<file path="src/rtl/ysyx_23060236_bus_arbiter_if.sv">
// AXI4-Lite bundle: AR/R/AW/W/B channels for one link.
// master drives requests, slave drives readys and responses.
interface ysyx_23060236_bus_arbiter_if #(
  parameter int ADDR_W = 32,
  parameter int DATA_W = 32
);
  logic [ADDR_W-1:0]   araddr;
  logic [2:0]          arsize;
  logic                arvalid;
  logic                arready;

  logic [DATA_W-1:0]   rdata;
  logic [1:0]          rresp;
  logic                rvalid;
  logic                rready;

  logic [ADDR_W-1:0]   awaddr;
  logic [2:0]          awsize;
  logic                awvalid;
  logic                awready;

  logic [DATA_W-1:0]   wdata;
  logic [DATA_W/8-1:0] wstrb;
  logic                wvalid;
  logic                wready;

  logic [1:0]          bresp;
  logic                bvalid;
  logic                bready;

  modport master (
    output araddr, arsize, arvalid,
    input  arready,
    input  rdata, rresp, rvalid,
    output rready,
    output awaddr, awsize, awvalid,
    input  awready,
    output wdata, wstrb, wvalid,
    input  wready,
    input  bresp, bvalid,
    output bready
  );

  modport slave (
    input  araddr, arsize, arvalid,
    output arready,
    output rdata, rresp, rvalid,
    input  rready,
    input  awaddr, awsize, awvalid,
    output awready,
    input  wdata, wstrb, wvalid,
    output wready,
    output bresp, bvalid,
    input  bready
  );
endinterface

</file>
<file path="src/rtl/ysyx_23060236_bus_arbiter.sv">
// IFU/LSU to single AXI4-Lite port arbiter, one txn in flight.
// Ports: clock, reset (sync, low); ifu/lsu slave links; out master.
module ysyx_23060236_bus_arbiter #(
  parameter int ADDR_W = 32,
  parameter int DATA_W = 32
) (
  input  logic clock,
  input  logic reset,
  ysyx_23060236_bus_arbiter_if.slave  ifu,
  ysyx_23060236_bus_arbiter_if.slave  lsu,
  ysyx_23060236_bus_arbiter_if.master out
);

  typedef enum logic [1:0] {
    IDLE  = 2'd0,
    IFU_R = 2'd1,
    LSU_R = 2'd2,
    LSU_W = 2'd3
  } state_e;

  state_e state, state_n;

  logic ar_done, ar_done_n;
  logic aw_done, aw_done_n;
  logic w_done,  w_done_n;
  logic last_lsu, last_lsu_n;

  logic              lsu_req;
  logic              ar_hs;
  logic              r_hs;
  logic              aw_hs;
  logic              w_hs;
  logic              b_ok;
  logic              b_hs;
  logic [ADDR_W-1:0] ar_addr;
  logic [DATA_W-1:0] r_data;

  // IFU never writes and has a fixed size.
  logic unused_ok;
  assign unused_ok = ^{ifu.arsize,
                       ifu.awaddr, ifu.awsize,
                       ifu.awvalid, ifu.wdata,
                       ifu.wstrb, ifu.wvalid,
                       ifu.bready};

  assign lsu_req = lsu.arvalid
                 | lsu.awvalid
                 | lsu.wvalid;

  assign ar_addr = (state == IFU_R)
                 ? ifu.araddr
                 : lsu.araddr;

  assign r_data = out.rdata;

  always_ff @(posedge clock) begin
    if (!reset) begin
      state    <= IDLE;
      ar_done  <= 1'b0;
      aw_done  <= 1'b0;
      w_done   <= 1'b0;
      last_lsu <= 1'b0;
    end else begin
      state    <= state_n;
      ar_done  <= ar_done_n;
      aw_done  <= aw_done_n;
      w_done   <= w_done_n;
      last_lsu <= last_lsu_n;
    end
  end

  always_comb begin
    state_n    = state;
    ar_done_n  = ar_done;
    aw_done_n  = aw_done;
    w_done_n   = w_done;
    last_lsu_n = last_lsu;

    ar_hs = 1'b0;
    r_hs  = 1'b0;
    aw_hs = 1'b0;
    w_hs  = 1'b0;
    b_ok  = aw_done & w_done;
    b_hs  = 1'b0;

    out.araddr  = ar_addr;
    out.arsize  = lsu.arsize;
    out.arvalid = 1'b0;
    out.rready  = 1'b0;
    out.awaddr  = lsu.awaddr;
    out.awsize  = lsu.awsize;
    out.awvalid = 1'b0;
    out.wdata   = lsu.wdata;
    out.wstrb   = lsu.wstrb;
    out.wvalid  = 1'b0;
    out.bready  = 1'b0;

    ifu.arready = 1'b0;
    ifu.rdata   = r_data;
    ifu.rresp   = out.rresp;
    ifu.rvalid  = 1'b0;
    ifu.awready = 1'b0;
    ifu.wready  = 1'b0;
    ifu.bresp   = 2'b00;
    ifu.bvalid  = 1'b0;

    lsu.arready = 1'b0;
    lsu.rdata   = r_data;
    lsu.rresp   = out.rresp;
    lsu.rvalid  = 1'b0;
    lsu.awready = 1'b0;
    lsu.wready  = 1'b0;
    lsu.bresp   = out.bresp;
    lsu.bvalid  = 1'b0;

    unique case (state)
      IDLE: begin
        // Round-robin only matters when both
        // masters contend; LSU read beats write.
        if (ifu.arvalid & lsu_req & last_lsu)
          state_n = IFU_R;
        else if (lsu.arvalid)
          state_n = LSU_R;
        else if (lsu.awvalid | lsu.wvalid)
          state_n = LSU_W;
        else if (ifu.arvalid)
          state_n = IFU_R;
      end

      IFU_R: begin
        out.arsize  = 3'b010;
        out.arvalid = ifu.arvalid & ~ar_done;
        ifu.arready = out.arready & ~ar_done;
        out.rready  = ifu.rready;
        ifu.rvalid  = out.rvalid;
        ar_hs = ifu.arvalid & ~ar_done
              & out.arready;
        r_hs  = out.rvalid & ifu.rready;
        if (ar_hs)
          ar_done_n = 1'b1;
        if (r_hs) begin
          state_n    = IDLE;
          ar_done_n  = 1'b0;
          last_lsu_n = 1'b0;
        end
      end

      LSU_R: begin
        out.arvalid = lsu.arvalid & ~ar_done;
        lsu.arready = out.arready & ~ar_done;
        out.rready  = lsu.rready;
        lsu.rvalid  = out.rvalid;
        ar_hs = lsu.arvalid & ~ar_done
              & out.arready;
        r_hs  = out.rvalid & lsu.rready;
        if (ar_hs)
          ar_done_n = 1'b1;
        if (r_hs) begin
          state_n    = IDLE;
          ar_done_n  = 1'b0;
          last_lsu_n = 1'b1;
        end
      end

      LSU_W: begin
        out.awvalid = lsu.awvalid & ~aw_done;
        lsu.awready = out.awready & ~aw_done;
        out.wvalid  = lsu.wvalid & ~w_done;
        lsu.wready  = out.wready & ~w_done;
        // B is only visible once both
        // request beats have been accepted.
        out.bready  = lsu.bready & b_ok;
        lsu.bvalid  = out.bvalid & b_ok;
        aw_hs = lsu.awvalid & ~aw_done
              & out.awready;
        w_hs  = lsu.wvalid & ~w_done
              & out.wready;
        b_hs  = out.bvalid & lsu.bready & b_ok;
        if (aw_hs)
          aw_done_n = 1'b1;
        if (w_hs)
          w_done_n = 1'b1;
        if (b_hs) begin
          state_n    = IDLE;
          aw_done_n  = 1'b0;
          w_done_n   = 1'b0;
          last_lsu_n = 1'b1;
        end
      end
    endcase
  end

endmodule

</file>
<file path="src/flat_wrapper.sv">
// flat-port wrapper written by rule: the top's interface ports become plain ports
module ysyx_23060236_bus_arbiter_flat 
#(
  parameter int ADDR_W = 32,
  parameter int DATA_W = 32
)
  (clock, reset, ifu_araddr, ifu_arsize, ifu_arvalid, ifu_arready, ifu_rdata, ifu_rresp, ifu_rvalid, ifu_rready, ifu_awaddr, ifu_awsize, ifu_awvalid, ifu_awready, ifu_wdata, ifu_wstrb, ifu_wvalid, ifu_wready, ifu_bresp, ifu_bvalid, ifu_bready, lsu_araddr, lsu_arsize, lsu_arvalid, lsu_arready, lsu_rdata, lsu_rresp, lsu_rvalid, lsu_rready, lsu_awaddr, lsu_awsize, lsu_awvalid, lsu_awready, lsu_wdata, lsu_wstrb, lsu_wvalid, lsu_wready, lsu_bresp, lsu_bvalid, lsu_bready, out_araddr, out_arsize, out_arvalid, out_arready, out_rdata, out_rresp, out_rvalid, out_rready, out_awaddr, out_awsize, out_awvalid, out_awready, out_wdata, out_wstrb, out_wvalid, out_wready, out_bresp, out_bvalid, out_bready);
  ysyx_23060236_bus_arbiter_if #(.ADDR_W(ADDR_W), .DATA_W(DATA_W)) ifu_i ();
  ysyx_23060236_bus_arbiter_if #(.ADDR_W(ADDR_W), .DATA_W(DATA_W)) lsu_i ();
  ysyx_23060236_bus_arbiter_if #(.ADDR_W(ADDR_W), .DATA_W(DATA_W)) out_i ();
  input  logic clock;
  input  logic reset;
  input wire logic [$bits(ifu_i.araddr)-1:0] ifu_araddr;
  input wire logic [$bits(ifu_i.arsize)-1:0] ifu_arsize;
  input wire logic [$bits(ifu_i.arvalid)-1:0] ifu_arvalid;
  output wire logic [$bits(ifu_i.arready)-1:0] ifu_arready;
  output wire logic [$bits(ifu_i.rdata)-1:0] ifu_rdata;
  output wire logic [$bits(ifu_i.rresp)-1:0] ifu_rresp;
  output wire logic [$bits(ifu_i.rvalid)-1:0] ifu_rvalid;
  input wire logic [$bits(ifu_i.rready)-1:0] ifu_rready;
  input wire logic [$bits(ifu_i.awaddr)-1:0] ifu_awaddr;
  input wire logic [$bits(ifu_i.awsize)-1:0] ifu_awsize;
  input wire logic [$bits(ifu_i.awvalid)-1:0] ifu_awvalid;
  output wire logic [$bits(ifu_i.awready)-1:0] ifu_awready;
  input wire logic [$bits(ifu_i.wdata)-1:0] ifu_wdata;
  input wire logic [$bits(ifu_i.wstrb)-1:0] ifu_wstrb;
  input wire logic [$bits(ifu_i.wvalid)-1:0] ifu_wvalid;
  output wire logic [$bits(ifu_i.wready)-1:0] ifu_wready;
  output wire logic [$bits(ifu_i.bresp)-1:0] ifu_bresp;
  output wire logic [$bits(ifu_i.bvalid)-1:0] ifu_bvalid;
  input wire logic [$bits(ifu_i.bready)-1:0] ifu_bready;
  input wire logic [$bits(lsu_i.araddr)-1:0] lsu_araddr;
  input wire logic [$bits(lsu_i.arsize)-1:0] lsu_arsize;
  input wire logic [$bits(lsu_i.arvalid)-1:0] lsu_arvalid;
  output wire logic [$bits(lsu_i.arready)-1:0] lsu_arready;
  output wire logic [$bits(lsu_i.rdata)-1:0] lsu_rdata;
  output wire logic [$bits(lsu_i.rresp)-1:0] lsu_rresp;
  output wire logic [$bits(lsu_i.rvalid)-1:0] lsu_rvalid;
  input wire logic [$bits(lsu_i.rready)-1:0] lsu_rready;
  input wire logic [$bits(lsu_i.awaddr)-1:0] lsu_awaddr;
  input wire logic [$bits(lsu_i.awsize)-1:0] lsu_awsize;
  input wire logic [$bits(lsu_i.awvalid)-1:0] lsu_awvalid;
  output wire logic [$bits(lsu_i.awready)-1:0] lsu_awready;
  input wire logic [$bits(lsu_i.wdata)-1:0] lsu_wdata;
  input wire logic [$bits(lsu_i.wstrb)-1:0] lsu_wstrb;
  input wire logic [$bits(lsu_i.wvalid)-1:0] lsu_wvalid;
  output wire logic [$bits(lsu_i.wready)-1:0] lsu_wready;
  output wire logic [$bits(lsu_i.bresp)-1:0] lsu_bresp;
  output wire logic [$bits(lsu_i.bvalid)-1:0] lsu_bvalid;
  input wire logic [$bits(lsu_i.bready)-1:0] lsu_bready;
  output wire logic [$bits(out_i.araddr)-1:0] out_araddr;
  output wire logic [$bits(out_i.arsize)-1:0] out_arsize;
  output wire logic [$bits(out_i.arvalid)-1:0] out_arvalid;
  input wire logic [$bits(out_i.arready)-1:0] out_arready;
  input wire logic [$bits(out_i.rdata)-1:0] out_rdata;
  input wire logic [$bits(out_i.rresp)-1:0] out_rresp;
  input wire logic [$bits(out_i.rvalid)-1:0] out_rvalid;
  output wire logic [$bits(out_i.rready)-1:0] out_rready;
  output wire logic [$bits(out_i.awaddr)-1:0] out_awaddr;
  output wire logic [$bits(out_i.awsize)-1:0] out_awsize;
  output wire logic [$bits(out_i.awvalid)-1:0] out_awvalid;
  input wire logic [$bits(out_i.awready)-1:0] out_awready;
  output wire logic [$bits(out_i.wdata)-1:0] out_wdata;
  output wire logic [$bits(out_i.wstrb)-1:0] out_wstrb;
  output wire logic [$bits(out_i.wvalid)-1:0] out_wvalid;
  input wire logic [$bits(out_i.wready)-1:0] out_wready;
  input wire logic [$bits(out_i.bresp)-1:0] out_bresp;
  input wire logic [$bits(out_i.bvalid)-1:0] out_bvalid;
  output wire logic [$bits(out_i.bready)-1:0] out_bready;
  assign ifu_i.araddr = ifu_araddr;
  assign ifu_i.arsize = ifu_arsize;
  assign ifu_i.arvalid = ifu_arvalid;
  assign ifu_arready = ifu_i.arready;
  assign ifu_rdata = ifu_i.rdata;
  assign ifu_rresp = ifu_i.rresp;
  assign ifu_rvalid = ifu_i.rvalid;
  assign ifu_i.rready = ifu_rready;
  assign ifu_i.awaddr = ifu_awaddr;
  assign ifu_i.awsize = ifu_awsize;
  assign ifu_i.awvalid = ifu_awvalid;
  assign ifu_awready = ifu_i.awready;
  assign ifu_i.wdata = ifu_wdata;
  assign ifu_i.wstrb = ifu_wstrb;
  assign ifu_i.wvalid = ifu_wvalid;
  assign ifu_wready = ifu_i.wready;
  assign ifu_bresp = ifu_i.bresp;
  assign ifu_bvalid = ifu_i.bvalid;
  assign ifu_i.bready = ifu_bready;
  assign lsu_i.araddr = lsu_araddr;
  assign lsu_i.arsize = lsu_arsize;
  assign lsu_i.arvalid = lsu_arvalid;
  assign lsu_arready = lsu_i.arready;
  assign lsu_rdata = lsu_i.rdata;
  assign lsu_rresp = lsu_i.rresp;
  assign lsu_rvalid = lsu_i.rvalid;
  assign lsu_i.rready = lsu_rready;
  assign lsu_i.awaddr = lsu_awaddr;
  assign lsu_i.awsize = lsu_awsize;
  assign lsu_i.awvalid = lsu_awvalid;
  assign lsu_awready = lsu_i.awready;
  assign lsu_i.wdata = lsu_wdata;
  assign lsu_i.wstrb = lsu_wstrb;
  assign lsu_i.wvalid = lsu_wvalid;
  assign lsu_wready = lsu_i.wready;
  assign lsu_bresp = lsu_i.bresp;
  assign lsu_bvalid = lsu_i.bvalid;
  assign lsu_i.bready = lsu_bready;
  assign out_araddr = out_i.araddr;
  assign out_arsize = out_i.arsize;
  assign out_arvalid = out_i.arvalid;
  assign out_i.arready = out_arready;
  assign out_i.rdata = out_rdata;
  assign out_i.rresp = out_rresp;
  assign out_i.rvalid = out_rvalid;
  assign out_rready = out_i.rready;
  assign out_awaddr = out_i.awaddr;
  assign out_awsize = out_i.awsize;
  assign out_awvalid = out_i.awvalid;
  assign out_i.awready = out_awready;
  assign out_wdata = out_i.wdata;
  assign out_wstrb = out_i.wstrb;
  assign out_wvalid = out_i.wvalid;
  assign out_i.wready = out_wready;
  assign out_i.bresp = out_bresp;
  assign out_i.bvalid = out_bvalid;
  assign out_bready = out_i.bready;
  ysyx_23060236_bus_arbiter #(.ADDR_W(ADDR_W), .DATA_W(DATA_W)) u_core (.clock(clock), .reset(reset), .ifu(ifu_i), .lsu(lsu_i), .out(out_i));
endmodule
</file>
<file path="config.mk">
export PLATFORM = sky130hd
export DESIGN_NAME = ysyx_23060236_bus_arbiter_flat
export DESIGN_NICKNAME = d
export VERILOG_FILES = /design/src/rtl/ysyx_23060236_bus_arbiter_if.sv /design/src/rtl/ysyx_23060236_bus_arbiter.sv /design/src/flat_wrapper.sv
export SDC_FILE = /design/constraint.sdc
export NUM_CORES = 1
export LEC_CHECK = 0
export ABC_AREA = 0
export BUFFER_PORTS_ARGS = -buffer_cell sky130_fd_sc_hd__buf_2
export CAP_MARGIN = 20
export CORE_AREA = 2 2 179 181
export DETAILED_ROUTE_END_ITERATION = 8
export DIE_AREA = 0 0 181 183
export SYNTH_ARGS = -nofsm -noshare
export SYNTH_HDL_FRONTEND = slang
export SYNTH_SLANG_ARGS = --single-unit
</file>
<file path="constraint.sdc">
create_clock -name clock -period 1.7 [get_ports clock]
set_input_delay 0.255 -clock clock [delete_from_list [all_inputs] [get_ports clock]]
set_output_delay 0.255 -clock clock [all_outputs]
set_load 0.1 [all_outputs]
</file>
==> summary.md, run 1 <==
| Metric | Value |
|---|---|
| Status | `complete, but fails checks` |
| Failing checks | `negative setup slack` |
| Clock Power Share | `8.9%` |
| DRT antenna net count | `0` |
| Worst-Skew Late Latency | `230 ps` |
| Dpl cells | `634` |
| Starting Density | `6.43%` |
| Pwr Density | `1520 nW/um^2` |
| Worst clock skew | `2.75 ps` |
| WL per Instance | `11.8 microns` |
| Max incr delay on CP | `360 ps` |
| Leakage power | `1.18 nW` |
| Largest net degree at the start of global routing | `16` |
| Power share of the combinational group | `85.7%` |
| Yosys top cell area share | `54.6%` |
| Mapped Area | `2010 sq um` |
| Number of synthesized flops with an enable pin | `0` |
| Peak VDD IR | `0.512 mV` |
| Filler instances | `3637` |
| Avg Inst Size Synth | `8.16 sq um` |
| Synth warn | `0` |
| Cell depth of the worst hold path | `3` |
| RSZ-0062 raised after global routing | `true` |
| Worst Setup End Kind | `output port` |
| Die X-Extent | `181 microns` |
| H-tree depth | `1` |
| Asr flop ratio synth | `0%` |
| DRC | `0` |
| Layout area overhead | `43.8%` |
| Design Power | `4.39 mW` |
| Predominant post-synthesis flop cell | `dfxtp_1` |
| Share of cells above drive strength 1 | `81.9%` |
| DR vias | `1469` |
| Switching share of power | `58.1%` |
| Reg power frac | `5.4%` |
| FF-to-FF Start | `u_core.state[1]` |
| Final hold slack | `307 ps` |
| Pint | `1.84 mW` |
| Row Count | `65` |
| Max-cap violations | `0` |
| Clk slew on worst S/H paths | `40 ps` |
| Global Route Usage Sum | `4.28%` |
| Die ar. | `33100 sq um` |
| Vias in the first global route | `1525` |
| Synth Register Bits | `6` |
| CTS tree | `built` |
| Clk root buf | `clkbuf_16` |
| Slew Limit Fails | `0` |
| Clock tree buffer depth | `2` |
| CTS buffer count | `3` |
| Most frequent cells in the layout | `buf_2, buf_12, mux2_2, buf_6, mux2_4` |
| Vias per cell | `2.30` |
| Wirelength, routed | `7580 microns` |
| Synth area leader | `buf_4` |
| Drt pass-1 iters | `3` |
| Die Y | `183 microns` |
| Post-synthesis sequential area ratio | `5.99%` |
| Cts hold-fix bufs | `0` |
| Reg-to-reg slack, setup | `130 ps` |
| Setup-failing EPs final | `36` |
| Routability-driven placement congestion ratio | `0.701` |
| Worst setup margin | `-137 ps` |
| Clock Sinks | `6` |
| Max frequency | `544 MHz` |
| First-pass GRT wire length | `9850 microns` |
| Initial antenna violation count | `2` |
| Unique masters post-synth | `32` |
| Hold Path End | `u_core.aw_done` |
| Total grt overflow | `0` |
| Gate Count Post-Synth | `246` |
| Commonest non-fill, non-tap cell in the layout | `buf_2` |
| Reg-to-Reg End | `u_core.state[1]` |
| I/O Pins | `458` |
| HP Start | `out_awready` |
| Final period util | `108%` |
| R2R depth | `7` |
| Crit path max fanout | `14` |
| Worst setup SP type | `flip-flop` |
| Switching power | `2.55 mW` |
| Area contributors post-synth | `buf_4, mux2_2, dfxtp_1` |
| Diodes inserted | `0` |
| Nets | `509` |
| CP max stage cell | `mux2_2` |
| Worst path cell trace | `inv_2 -> ha_4 -> buf_16 -> mux2_2 -> buf_6` |
| Worst path required time | `1440 ps` |
| PortBufs | `127` |
| Non-filler cells, final | `640` |
| Min-delay worst type | `in2reg` |
| Fin crit period | `1840 ps` |
| WS Path Type | `reg2out` |
| Final Hold Fails | `0` |
| Critical path arrival | `1580 ps` |
| Core area | `31200 sq um` |
| First DRT Iteration DRCs | `15` |
| DP HPWL | `6210 microns` |
[repair_timing]
action	4_1_cts	5_1_grt
resized for setup	72	1
gates cloned	1	0
setup buffers	2	0
endpoints found under the setup margin	39	45
pin swaps	1	0
[kinds of logic after synthesis]
group,count (synthesis),share of synthesized area [%]
buffers and inverters,156,56.7
adders and majority gates,4,2.49
other,1,0.187
muxes,35,19.5
AOI/OAI and AO/OA,13,5.61
and+or+nand+nor,31,9.48
DFF,6,5.99
[metrics by stage]
stage          instance area (sq um)  setup WS (ps)  utilization [%]  setup TNS, ps
2_1_floorplan                   2100           -297                -           -639
3_3_place_gp                    2520           38.4             8.06              0
3_5_place_dp                    2520           23.1             8.06              0
4_1_cts                         2880           -164             9.23          -4730
5_1_grt                         2890           -218             9.24          -6840
6_report                        2890           -137             9.24          -3660
[state kept, by name, summed over array words and instances, names as in the netlist]
name / cells
u_core.last_lsu: 1
u_core.state: 2
u_core.w_done: 1
u_core.ar_done: 1
u_core.aw_done: 1
[worst max-delay path: cells and delay by family (launching register included)]
kind | cells | cell delay, ps
buf+inv | 3 | 450
fa+ha+maj | 1 | 220
mux | 1 | 360
flops | 1 | 310
[synth_stat cells (2+ instances only)]
| master | count |
|---|---|
| inv_1 | 6 |
| mux2i_1 | 2 |
| buf_2 | 4 |
| and3b_2 | 2 |
| dfxtp_1 | 6 |
| nand3_1 | 2 |
| buf_4 | 146 |
| a21oi_1 | 3 |
| nand4_1 | 2 |
| and3b_1 | 4 |
| nand2_1 | 6 |
| a22oi_1 | 2 |
| ha_1 | 4 |
| nor2_1 | 4 |
| nor2b_1 | 3 |
| mux2_2 | 33 |
| and2_1 | 2 |
[how the worst max path moves through the flow]
| stage | from | endpoint | slack (ps) | depth (start not counted) |
|---|---|---|---|---|
| 4_1_cts | u_core.state[1] | out_araddr[19] | -160 | 5 |
| 3_5_place_dp | u_core.state[1] | out_araddr[19] | 20 | 5 |
| 6_report | u_core.state[1] | out_araddr[6] | -140 | 5 |
| 2_1_floorplan | u_core.state[1] | out_arvalid | -300 | 6 |
| 5_1_grt | u_core.state[1] | out_araddr[13] | -220 | 5 |
| 3_3_place_gp | u_core.state[1] | out_araddr[12] | 40 | 5 |
[routing by layer]
metal | vias to the layer above | routed length (microns) | GRT usage, %
met3 | 64 | 1320 | 2.76
met1 | 613 | 2110 | 3.39
met5 | - | 18 | 0
li1 | 638 | - | -
met2 | 152 | 3480 | 7.00
met4 | 2 | 661 | 4.39
[area by class of cell]
| type | count | area, sq um | share of cell area, % |
|---|---|---|---|
| Clock buffer | 3 | 75.1 | 2.60 |
| Inverter | 6 | 22.5 | 0.781 |
| Multi-Input combinational cell | 88 | 901 | 31.2 |
| Sequential cell | 6 | 123 | 4.25 |
| Tap cell | 402 | 503 | 17.4 |
| Timing Repair Buffer | 135 | 1260 | 43.7 |
[power groups by stage]
stage	Sequential, mW	Clock (mW)	Combinational (mW)
after floorplan	0.232	0	4.03
after global placement	0.235	0	3.35
after detailed placement	0.238	0	3.36
after CTS	0.235	0.393	3.82
after global routing	0.243	0.405	3.92
final	0.235	0.390	3.76
Note: power is estimated with default switching activity, not from simulation.
==> run 2: changes to the inputs <==
Settings changed: CORE_AREA 2 2 179 181 to 2 2 180 182, DIE_AREA 0 0 181 183 to 0 0 182 184.
Clock period 1.7 ns to 2.3 ns, I/O delays scaled along.
==> summary.md, run 2 (same netlist as run 1, synthesis figures left out) <==
| Metric | Value |
|---|---|
| Placed Area | `2210 sq um` |
| DRC | `0` |
| WL per Instance | `10.7 microns` |
| Dpl cells | `631` |
| Vias per cell | `2.29` |
| Starting Density | `6.39%` |
| Nets | `503` |
| Total grt overflow | `0` |
| Max-cap violations | `0` |
| Core area | `31400 sq um` |
| Non-filler cells, final | `634` |
| DR vias | `1453` |
| Worst setup margin | `146 ps` |
| Status | `completed` |
| DRT antenna net count | `0` |
| Row Count | `65` |
| Switching power | `1.74 mW` |
| Power share of the combinational group | `82.9%` |
| Layout area overhead | `13.7%` |
| Die X-Extent | `182 microns` |
| Clock Sinks | `6` |
| Drt pass-1 iters | `4` |
| Worst path required time | `1960 ps` |
| Cts hold-fix bufs | `0` |
| Worst path cell trace | `inv_1 -> ha_2 -> buf_4 -> mux2_2 -> buf_2` |
| Leakage power | `0.961 nW` |
| Worst rel slew slack | `65.0%` |
| Worst setup SP type | `flip-flop` |
| Worst Tran Pin Value | `528 ps` |
| Pint | `0.929 mW` |
| I/O Pins | `458` |
| Clk slew on worst S/H paths | `40 ps` |
| Largest net degree at the start of global routing | `27` |
| Final hold slack | `381 ps` |
| Reg-to-reg slack, setup | `600 ps` |
| Crit path max fanout | `14` |
| CTS resizes | `0` |
| Worst Setup End Kind | `output port` |
| Global Route Usage Sum | `3.66%` |
| First-pass GRT wire length | `8850 microns` |
| Design Power | `2.67 mW` |
| Commonest non-fill, non-tap cell in the layout | `buf_2` |
| WS Path Type | `reg2out` |
| Final period util | `93.7%` |
| DP HPWL | `5930 microns` |
| Clock tree buffer depth | `2` |
| Initial antenna violation count | `5` |
| Routability-driven placement congestion ratio | `0.738` |
| CTS buffer count | `3` |
| Most frequent cells in the layout | `buf_2, mux2_2, buf_12` |
| RSZ-0062 raised after global routing | `false` |
| Share of cells above drive strength 1 | `76.3%` |
| Final core utilization | `7.27%` |
| Dpl ws | `350 ps` |
| Vias in the first global route | `1369` |
| Max incr delay on CP | `380 ps` |
| Worst clock skew | `1.05 ps` |
| Max frequency | `464 MHz` |
| Setup-failing EPs final | `0` |
| Wirelength, routed | `6820 microns` |
| Setup TNS | `0 ps` |
| CP max stage cell | `mux2_2` |
| Largest reg by FF count | `u_core.state` |
| Pwr Density | `1170 nW/um^2` |
| PortBufs | `127` |
| Worst-Skew Late Latency | `230 ps` |
| Switching share of power | `65.2%` |
| First DRT Iteration DRCs | `32` |
| Clk root buf | `clkbuf_16` |
| Diodes inserted | `0` |
| Clock Power Share | `10.8%` |
| Slew Limit Fails | `0` |
| H-tree depth | `1` |
| Max FFs per register | `2` |
| Post-CTS Repair Setup Buffers | `0` |
| Critical path arrival | `1810 ps` |
| Reg power frac | `6.4%` |
| Final Hold Fails | `0` |
| Die Y | `184 microns` |
| CTS tree | `built` |
| Post-route design area | `2280 sq um` |
| Peak VDD IR | `0.341 mV` |
| Min-delay worst type | `in2reg` |
| Die ar. | `33500 sq um` |
| Fin crit period | `2150 ps` |
==> run 2: cell count changes in the layout (fill, tap and decap cells not counted), sizes merged <==
cell  before  now
buf      135  129
==> run 2: worst paths after layout <==
check / to / start / depth (start not counted)
min: u_core.ar_done / out_rvalid / 2
max reg2reg: u_core.ar_done / u_core.state[1] / 7
max: out_araddr[18] / u_core.state[1] / 5
min reg2reg: u_core.state[1] / u_core.state[1] / 2
==> run 2: cell type report <==
class	instances	area [sq um]
Tap cell	402	503
Multi-Input combinational cell	88	778
Fill cell	3708	29100
Timing Repair Buffer	129	783
Clock buffer	3	75.1
Inverter	6	22.5
Sequential cell	6	120
==> run 2: per-layer routing <==
layer | global-route usage [%] | vias to the layer above | share of wire (%)
li1 | - | 628 | -
met1 | 2.64 | 605 | 25
met2 | 6.75 | 149 | 52
met3 | 2.18 | 65 | 16
met4 | 3.10 | 6 | 6.9
met5 | 0 | - | 0.66
==> run 2: worst max-delay path: cells and delay by family, from the launching register on <==
kind,cells,cell delay (ps)
adder cells (fa/ha/maj),1,210
buffers and inverters,3,630
flip-flops,1,330
multiplexers,1,380
==> run 2: power by group through the flow <==
stage / sequential, mW / combinational [mW] / clock (mW)
CTS: 0.169 / 2.24 / 0.288
detailed placement: 0.169 / 2.24 / 0
finish: 0.170 / 2.21 / 0.287
global placement: 0.170 / 2.22 / 0
floorplan: 0.162 / 2.92 / 0
global route: 0.174 / 2.30 / 0.297
==> run 3: changes to the inputs <==
Settings changed: RECOVER_POWER set to 100.
==> summary.md, run 3 (same netlist as run 1, synthesis figures left out) <==
| Metric | Value |
|---|---|
| Status | `completed` |
| Slew Limit Fails | `0` |
| Core area | `31400 sq um` |
| Routability-driven placement congestion ratio | `0.738` |
| Setup-failing EPs final | `0` |
| WL per Instance | `10.7 microns` |
| Die ar. | `33500 sq um` |
| Starting Density | `6.39%` |
| First DRT Iteration DRCs | `41` |
| Filler instances | `3717` |
| I/O Pins | `458` |
| DRT met1 WL | `1660 microns` |
| RSZ-0062 raised after global routing | `false` |
| Diodes inserted | `0` |
| Worst clock skew | `2.10 ps` |
| Wirelength, routed | `6810 microns` |
| Die Y | `184 microns` |
| FF+latch area | `120 sq um` |
| DP HPWL | `5930 microns` |
| Worst setup margin | `142 ps` |
| Cts hold-fix bufs | `0` |
| Worst path required time | `1960 ps` |
| WS Path Type | `reg2out` |
| Global Route Usage Sum | `3.66%` |
| Clock tree buffer depth | `2` |
| Final period util | `93.8%` |
| Power share of the combinational group | `82.5%` |
| CTS resizes | `0` |
| Nets | `503` |
| Max-cap violations | `0` |
| Clock Power Share | `11.0%` |
| Top Layer Used | `met5` |
| Worst-Skew Late Latency | `230 ps` |
| CTS tree | `built` |
| Crit path max fanout | `26` |
| Initial antenna violation count | `5` |
| Reg power frac | `6.4%` |
| Commonest non-fill, non-tap cell in the layout | `buf_2` |
| Area occupied by multi-input gates | `764 sq um` |
| Min-delay worst type | `in2reg` |
| Clock Sinks | `6` |
| First-pass GRT wire length | `8850 microns` |
| Most frequent cells in the layout | `buf_2, mux2_2, clkbuf_2` |
| Vias in the first global route | `1369` |
| Worst Tran Pin Value | `592 ps` |
| Largest net degree at the start of global routing | `27` |
| Clk slew on worst S/H paths | `40 ps` |
| Die X-Extent | `182 microns` |
| DRT antenna net count | `0` |
| Final hold slack | `373 ps` |
| PortBufs | `127` |
| Met3 wire length | `1110 microns` |
| H-tree depth | `1` |
| Largest reg by FF count | `u_core.state` |
| CTS buffer count | `3` |
| Peak VDD IR | `0.339 mV` |
| Switching share of power | `66.2%` |
| Leakage power | `0.942 nW` |
| Row Count | `65` |
| Total grt overflow | `0` |
| Critical path arrival | `1810 ps` |
| Share of cells above drive strength 1 | `73.7%` |
| Worst rel slew slack | `60.7%` |
| Pwr Density | `1170 nW/um^2` |
| Fin crit period | `2160 ps` |
| Drt pass-1 iters | `4` |
| Pint | `0.884 mW` |
| Switching power | `1.73 mW` |
| DR vias | `1461` |
| Final Hold Fails | `0` |
| Max FFs per register | `2` |
| Length of routed met2 wiring | `3520 microns` |
| Clk root buf | `clkbuf_16` |
| Dpl ws | `350 ps` |
| Max frequency | `463 MHz` |
| DRC | `0` |
| Worst Setup End Kind | `output port` |
| Layout area overhead | `11.0%` |
| Vias per cell | `2.30` |
| Post-CTS Repair Setup Buffers | `0` |
| Worst setup SP type | `flip-flop` |
run 3: cell types whose count changed in the layout (fill, tap and decap cells not counted), sizes merged:
cell / before / now
clkbuf: 3 / 34
buf: 129 / 98
run 3: worst max-delay path, cell delays in order (launching register included):
cell      delay [ps]
dfxtp_1          330
inv_1             90
ha_2             210
buf_12           180
mux2_2           350
clkbuf_2         390
run 3: worst paths after layout:
kind	startpoint	endpoint	slack (ps)	cells past startpoint
hold reg to reg	u_core.state[1]	u_core.state[1]	510	2
setup / recovery	u_core.state[1]	out_araddr[8]	140	5
hold / removal	out_rvalid	u_core.ar_done	370	2
setup reg to reg	u_core.state[1]	u_core.state[0]	450	7
run 3: through the flow:
stage          TNS, ps  power, mW  area (sq um)  cells  util, %
6_report             0       2.62          2230    634     7.10
5_1_grt              0       2.72          2230    634     7.10
4_1_cts              0       2.70          2280    634     7.27
3_5_place_dp         0       2.41          2210    631     7.03
3_3_place_gp         0       2.39          2210    631     7.03
2_1_floorplan    -1030       3.09          2030    250        -
run 3: cell type report:
class	instances	share of cell area, %
flip-flops and latches	6	5.39
repair buffers	129	33.4
clock buffers	3	3.37
inverters	6	1.01
well taps	402	22.6
multi-input cells	88	34.3
run 3: layer usage:
| metal | vias to the layer above | track usage, % |
|---|---|---|
| met5 | - | 0 |
| met3 | 65 | 2.18 |
| li1 | 627 | - |
| met4 | 6 | 3.10 |
| met2 | 157 | 6.75 |
| met1 | 606 | 2.64 |
run 3: power groups by stage:
| stage | Combinational, mW | Clock, mW | Sequential, mW |
|---|---|---|---|
| after global routing | 2.25 | 0.297 | 0.173 |
| final | 2.16 | 0.289 | 0.168 |
| after global placement | 2.22 | 0 | 0.170 |
| after floorplan | 2.92 | 0 | 0.162 |
| after CTS | 2.24 | 0.288 | 0.169 |
| after detailed placement | 2.24 | 0 | 0.169 |
